===== src/rtl/rs232_pkg.sv =====
// rtl/rs232_pkg.sv - shared types and helpers for the RS-232 command parser
package rs232_pkg;

    localparam logic [7:0] DEFAULT_SYNC = 8'hA5;

    typedef enum logic [2:0] {
        HUNT,
        OP,
        LEN,
        PAYLOAD,
        CSUM,
        PEND
    } state_t;

    typedef struct packed {
        logic [7:0] op;
        logic [7:0] len;
    } cmd_t;

    // Bits needed to hold values 0..n-1, never less than one.
    function automatic int log2x(input int n);
        int w;
        w = 1;
        while ((1 << w) < n) w++;
        return w;
    endfunction

endpackage


===== src/rtl/rs232_cmd_buf.sv =====
// rtl/rs232_cmd_buf.sv - payload register file, one sync write port and one async read port
module rs232_cmd_buf #(
    parameter int DEPTH     = 16,
    parameter int ADDR_BITS = 4
) (
    input  logic                 clk,
    input  logic                 we,
    input  logic [ADDR_BITS-1:0] waddr,
    input  logic [7:0]           wdata,
    input  logic [ADDR_BITS-1:0] raddr,
    output logic [7:0]           rdata
);

    logic [7:0] mem [DEPTH];

    always_ff @(posedge clk) begin
        if (we) begin
            mem[waddr] <= wdata;
        end
    end

    assign rdata = mem[raddr];

endmodule


===== src/rtl/rs232_cmd_parser.sv =====
// rtl/rs232_cmd_parser.sv - frames the UART byte stream into checksummed commands with valid/ready
module rs232_cmd_parser
    import rs232_pkg::*;
#(
    parameter logic [7:0] SYNC      = DEFAULT_SYNC,
    parameter int         MAX_LEN   = 16,
    parameter int         TIMEOUT   = 1000000,
    parameter int         LEN_BITS  = log2x(MAX_LEN + 1),
    parameter int         ADDR_BITS = log2x(MAX_LEN)
) (
    input  logic                 clk,
    input  logic                 rst,
    input  logic                 rx_val,
    input  logic [7:0]           rx_bits,
    input  logic                 rx_error,
    output logic                 cmd_val,
    input  logic                 cmd_rdy,
    output logic [7:0]           cmd_op,
    output logic [LEN_BITS-1:0]  cmd_len,
    input  logic [ADDR_BITS-1:0] rd_addr,
    output logic [7:0]           rd_data,
    output logic                 err_frame,
    output logic                 err_csum,
    output logic                 err_len,
    output logic                 err_timeout,
    output logic                 err_overrun
);

    localparam int TMR_BITS = log2x(TIMEOUT);

    state_t                state;
    cmd_t                  cmd;
    logic [7:0]            csum;
    logic [LEN_BITS-1:0]   idx;
    logic [TMR_BITS-1:0]   tcnt;
    logic                  in_pkt;
    logic                  tmo;
    logic                  buf_we;

    assign in_pkt  = (state != HUNT) && (state != PEND);
    assign tmo     = (tcnt == TMR_BITS'(TIMEOUT - 1));
    assign buf_we  = (state == PAYLOAD) && rx_val && !rx_error;
    assign cmd_op  = cmd.op;
    assign cmd_len = cmd.len[LEN_BITS-1:0];

    rs232_cmd_buf #(
        .DEPTH     (MAX_LEN),
        .ADDR_BITS (ADDR_BITS)
    ) u_buf (
        .clk   (clk),
        .we    (buf_we),
        .waddr (idx[ADDR_BITS-1:0]),
        .wdata (rx_bits),
        .raddr (rd_addr),
        .rdata (rd_data)
    );

    always_ff @(posedge clk or posedge rst) begin
        if (rst) begin
            state       <= HUNT;
            cmd         <= '0;
            csum        <= '0;
            idx         <= '0;
            tcnt        <= '0;
            cmd_val     <= 1'b0;
            err_frame   <= 1'b0;
            err_csum    <= 1'b0;
            err_len     <= 1'b0;
            err_timeout <= 1'b0;
            err_overrun <= 1'b0;
        end else begin
            err_frame   <= 1'b0;
            err_csum    <= 1'b0;
            err_len     <= 1'b0;
            err_timeout <= 1'b0;
            err_overrun <= 1'b0;

            if (rx_val || rx_error || !in_pkt) begin
                tcnt <= '0;
            end else begin
                tcnt <= tcnt + TMR_BITS'(1);
            end

            case (state)
                HUNT: begin
                    if (rx_error) begin
                        err_frame <= 1'b1;
                    end else if (rx_val && rx_bits == SYNC) begin
                        state <= OP;
                    end
                end

                // The UART cannot be stalled: anything arriving here is lost.
                PEND: begin
                    if (rx_error) begin
                        err_frame <= 1'b1;
                    end
                    if (rx_val) begin
                        err_overrun <= 1'b1;
                    end
                    if (cmd_rdy) begin
                        cmd_val <= 1'b0;
                        state   <= HUNT;
                    end
                end

                default: begin
                    if (rx_error) begin
                        err_frame <= 1'b1;
                        state     <= HUNT;
                    end else if (rx_val) begin
                        case (state)
                            OP: begin
                                cmd.op <= rx_bits;
                                csum   <= rx_bits;
                                state  <= LEN;
                            end
                            LEN: begin
                                if (rx_bits > 8'(MAX_LEN)) begin
                                    err_len <= 1'b1;
                                    state   <= HUNT;
                                end else begin
                                    cmd.len <= rx_bits;
                                    csum    <= csum ^ rx_bits;
                                    idx     <= '0;
                                    state   <= (rx_bits == 8'd0) ? CSUM : PAYLOAD;
                                end
                            end
                            PAYLOAD: begin
                                csum <= csum ^ rx_bits;
                                idx  <= idx + LEN_BITS'(1);
                                if (8'(idx) == cmd.len - 8'd1) begin
                                    state <= CSUM;
                                end
                            end
                            CSUM: begin
                                if (rx_bits == csum) begin
                                    cmd_val <= 1'b1;
                                    state   <= PEND;
                                end else begin
                                    err_csum <= 1'b1;
                                    state    <= HUNT;
                                end
                            end
                            default: state <= HUNT;
                        endcase
                    end else if (tmo) begin
                        err_timeout <= 1'b1;
                        state       <= HUNT;
                        tcnt        <= '0;
                    end
                end
            endcase
        end
    end

endmodule

===== config.mk =====
export PLATFORM = sky130hd
export DESIGN_NAME = rs232_cmd_parser
export DESIGN_NICKNAME = d
export VERILOG_FILES = /design/src/rtl/rs232_pkg.sv /design/src/rtl/rs232_cmd_buf.sv /design/src/rtl/rs232_cmd_parser.sv
export SDC_FILE = /design/constraint.sdc
export NUM_CORES = 1
export LEC_CHECK = 0
export BUFFER_PORTS_ARGS = -buffer_cell sky130_fd_sc_hd__buf_2
export CORE_AREA = 3 3 132 134
export DETAILED_ROUTE_END_ITERATION = 8
export DIE_AREA = 0 0 135 137
export HOLD_SLACK_MARGIN = 0.08
export MAX_ROUTING_LAYER = met4
export PLACE_DENSITY = 0.72
export REMOVE_ABC_BUFFERS = 1
export SYNTH_ARGS = -nofsm -noshare
export SYNTH_HDL_FRONTEND = slang
export SYNTH_SLANG_ARGS = --single-unit

===== constraint.sdc =====
create_clock -name clk -period 2.1 [get_ports clk]
set_input_delay 0.105 -clock clk [delete_from_list [all_inputs] [get_ports clk]]
set_output_delay 0.105 -clock clk [all_outputs]
set_load 0.05 [all_outputs]

==> results.json <==
{
  "routed-via-count": 4637,
  "finalCriticalPeriod_ns": 2.12,
  "hpwlAfterDp_mm": 11.7,
  "synth_enable_flop_cells": 128,
  "total_power_mw": 9.59,
  "seqPwrFrac_pct": 46.2,
  "rows": 47,
  "report.final.hold_viol_count": 0,
  "ioPinCount": 44,
  "status": "finished with violations",
  "cap_violations": 0,
  "cts.path.max_buffers": 2,
  "grt_max_degree": 33,
  "placement.io_buffers": 43,
  "power.share.clock_pct": 33.4,
  "synth_area_um2": 8110,
  "share_of_layout_cells_above_drive_strength_1_pct": 31.3,
  "cts.clk_slew.worst_paths_ns": 0.07,
  "drt.antenna.violating_nets": 0,
  "critical_path.startpoint_type": "flop",
  "asyncSetResetFlopFracSynth_pct": 31.2,
  "final_nets": 626,
  "yosys.area.top_type": "edfxtp_1",
  "final_critical_path_setup_slack_ns": -0.0175,
  "initial_core_util_pct": 49.4,
  "initialDrtViolationCount": 433,
  "syn-instance-count": 525,
  "dpl_worst_slack_ns": -0.0505,
  "wl_per_cell_um": 20.3,
  "overflow": 0,
  "most-common-layout-cells": "edfxtp_1 (128), dfrtp_1 (58), nor2_1 (46), buf_4 (44), mux4_2 (40)",
  "cell_internal_pwr_mw": 6.67,
  "post_synth.cell_area_avg_um2": 15.4,
  "floorplan.core_area_um2": 16400,
  "grt_antenna_before_repair": 0,
  "violations_in_the_final_reports": "setup timing",
  "cellLeakagePower_nw": 3.55,
  "worst_ir_drop_vdd_mv": 1.04,
  "numClockSinks": 186,
  "grt_setup_unrepaired": "true",
  "routed_via_density": 5.55,
  "clk-insertion-delay-late_ns": 0.43,
  "grt_usage_pct": 20.3,
  "crit_top_cell": "mux4_2",
  "clock_skew_ns": 0.00761,
  "arrival_ns": 2.01,
  "globalplace.congestion": 0.805,
  "die-width_um": 135,
  "path_max_fanout": 1,
  "timing.critical_path.to_type": "output pin",
  "synth_cell_types": 56,
  "timing.setup.critical_path_class": "reg2out",
  "number_of_levels_in_the_clock_h_tree": 4,
  "final_common_cell": "edfxtp_1",
  "power.density_cell_area_nw_per_um2": 1010,
  "timing.critical_path.cells": "mux4_2, mux4_2, buf_6",
  "grt_pass1_wl_mm": 27.3,
  "combPwrFrac_pct": 20.3,
  "final_min_period_over_clock_period_pct": 101,
  "max_freq_ghz": 0.472,
  "ys.flop_type": "edfxtp_1",
  "cts_tree": "yes",
  "timing.critical_path.slowest_stage_cell": "mux4_2",
  "cts_inserted_buffers": 17,
  "finalMaxSlewViolations": 0,
  "dr_drc_count": 0,
  "cts_root_buf": "clkbuf_16",
  "dieHeight_um": 137,
  "ffs_latches_synth": 186,
  "antenna_cells_inserted": 0,
  "drt-total-wl_mm": 17.0,
  "slew-limit-headroom_pct": 65.3,
  "power.net_switching_mw": 2.92,
  "switching_share_pct": 30.5,
  "timing.critical_path.slowest_cell_delay_ns": 0.52,
  "top_cell_type_s_share_of_synthesized_area_pct": 47.4,
  "synth.yosys.seq_area_share_pct": 65.3,
  "final-setup-viol-count": 5,
  "detailedRoute.firstPassIterationCount": 5,
  "worstMarginPinSlew_ns": 0.520,
  "flow.area_growth_from_synthesis_pct": 17.3,
  "first_global_vias": 4911,
  "design.die.area_um2": 18500,
  "required_time_of_the_critical_path_ns": 2.00,
  "hold_class": "in2reg",
  "synth_warnings": 0,
  "synth_top_cells_by_area": "edfxtp_1 (47%), dfrtp_1 (18%), mux4_2 (11%), xor2_1 (2.3%), nor2_1 (2.1%)"
}
-- layout make-up --
class / instances / area, um^2
clock inverters: 14 / 169
fillers: 1255 / 6890
well taps: 220 / 275
flip-flops and latches: 186 / 5300
multi-input cells: 293 / 2580
inverters: 8 / 30.0
clock buffers: 18 / 429
repair buffers: 97 / 736
-- path summary, 6_finish.rpt --
kind / cells past startpoint / start / end / slack [ns]
min in group asynchronous: 4 / rst / tcnt[16] / 0.29
worst max-delay path: 3 / u_buf.mem[15][6] / rd_data[6] / -0.02
max in group asynchronous: 4 / rst / csum[4] / 1.51
worst min register to register: 1 / cmd_val / cmd_val / 0.49
worst max register to register: 8 / cmd_len[0] / state[0] / 0.13
worst min-delay path: 3 / rx_bits[7] / csum[7] / 0.1
-- layer usage --
| metal | vias up | share of wire (%) | global-route usage (%) | wire, um |
|---|---|---|---|---|
| met1 | 2377 | 42 | 26.0 | 7160 |
| met3 | 18 | 5.2 | 4.71 | 877 |
| met2 | 120 | 52 | 33.4 | 8760 |
| met5 | - | 0 | - | 0 |
| li1 | 2122 | - | - | - |
| met4 | 0 | 1.0 | 4.59 | 175 |
-- cells in the mapped netlist (3+ instances only) --
| cell | n |
|---|---|
| edfxtp_1 | 128 |
| mux2_2 | 12 |
| xor2_1 | 21 |
| nand4_1 | 5 |
| clkbuf_1 | 8 |
| dfrtp_1 | 58 |
| ha_1 | 6 |
| nor4_1 | 6 |
| nor2b_1 | 6 |
| or3_1 | 3 |
| o21ai_0 | 9 |
| inv_1 | 8 |
| mux4_2 | 40 |
| nor3_1 | 12 |
| nand2_1 | 37 |
| and3_1 | 7 |
| buf_4 | 15 |
| mux2i_1 | 6 |
| nand2b_1 | 8 |
| nand3_1 | 11 |
| nor2_1 | 46 |
| a21oi_1 | 16 |
| buf_2 | 9 |
| buf_6 | 3 |
| xnor2_1 | 11 |
-- stage by stage --
stage / TNS [ns] / utilization (%) / cells / cell area, um^2 / hold slack, ns
floorplan: -4.22 / - / 487 / 7880 / 0.136
global placement: 0 / 53.5 / 797 / 8770 / 0.208
detailed placement: -0.0771 / 53.5 / 797 / 8770 / 0.210
CTS: -0.167 / 57.8 / 835 / 9480 / 0.0872
global route: -0.466 / 58.0 / 836 / 9520 / 0.0913
finish: -0.0375 / 58.0 / 836 / 9520 / 0.0997
-- power by group through the flow --
| stage | combinational [mW] | clock [mW] | sequential [mW] |
|---|---|---|---|
| floorplan | 0.951 | 0 | 4.81 |
| finish | 1.95 | 3.21 | 4.43 |
| CTS | 1.92 | 3.27 | 4.43 |
| global route | 2.12 | 3.43 | 4.47 |
| detailed placement | 1.88 | 0 | 4.50 |
| global placement | 1.84 | 0 | 4.48 |
-- registers in the layout, indices dropped and copies added, names as in the netlist --
signal       count
cmd              3
tcnt            20
u_buf.mem      128
err_len          1
cmd_op           8
err_frame        1
state            3
csum             8
cmd_val          1
idx              5
err_timeout      1
err_csum         1
cmd_len          5
err_overrun      1
-- what timing repair did --
item	4_1_cts	5_1_grt
setup endpoints to repair	10	15
pin swaps	0	2
resized for setup	17	7
endpoints found under the hold margin	65	0
buffers inserted	0	1
hold buffers	6	0
-- cell families (layout without fill, tap and decap cells) --
logic type,after synthesis,in the layout,share of synthesized area [%]
compound gates,41,41,3.59
flops,186,186,65.3
fa+ha+maj,6,6,0.926
mux,59,59,13.7
xor+xnor,32,32,3.46
buf+inv,46,137,3.26
simple gates,155,155,9.83
-- critical path: cells and delay by family, from the launching register on --
kind	cells	cell delay, ns
flip-flops	1	0.37
buffers and inverters	1	0.17
multiplexers	2	1.04
No activity file was read; power rests on OpenSTA's default activity.
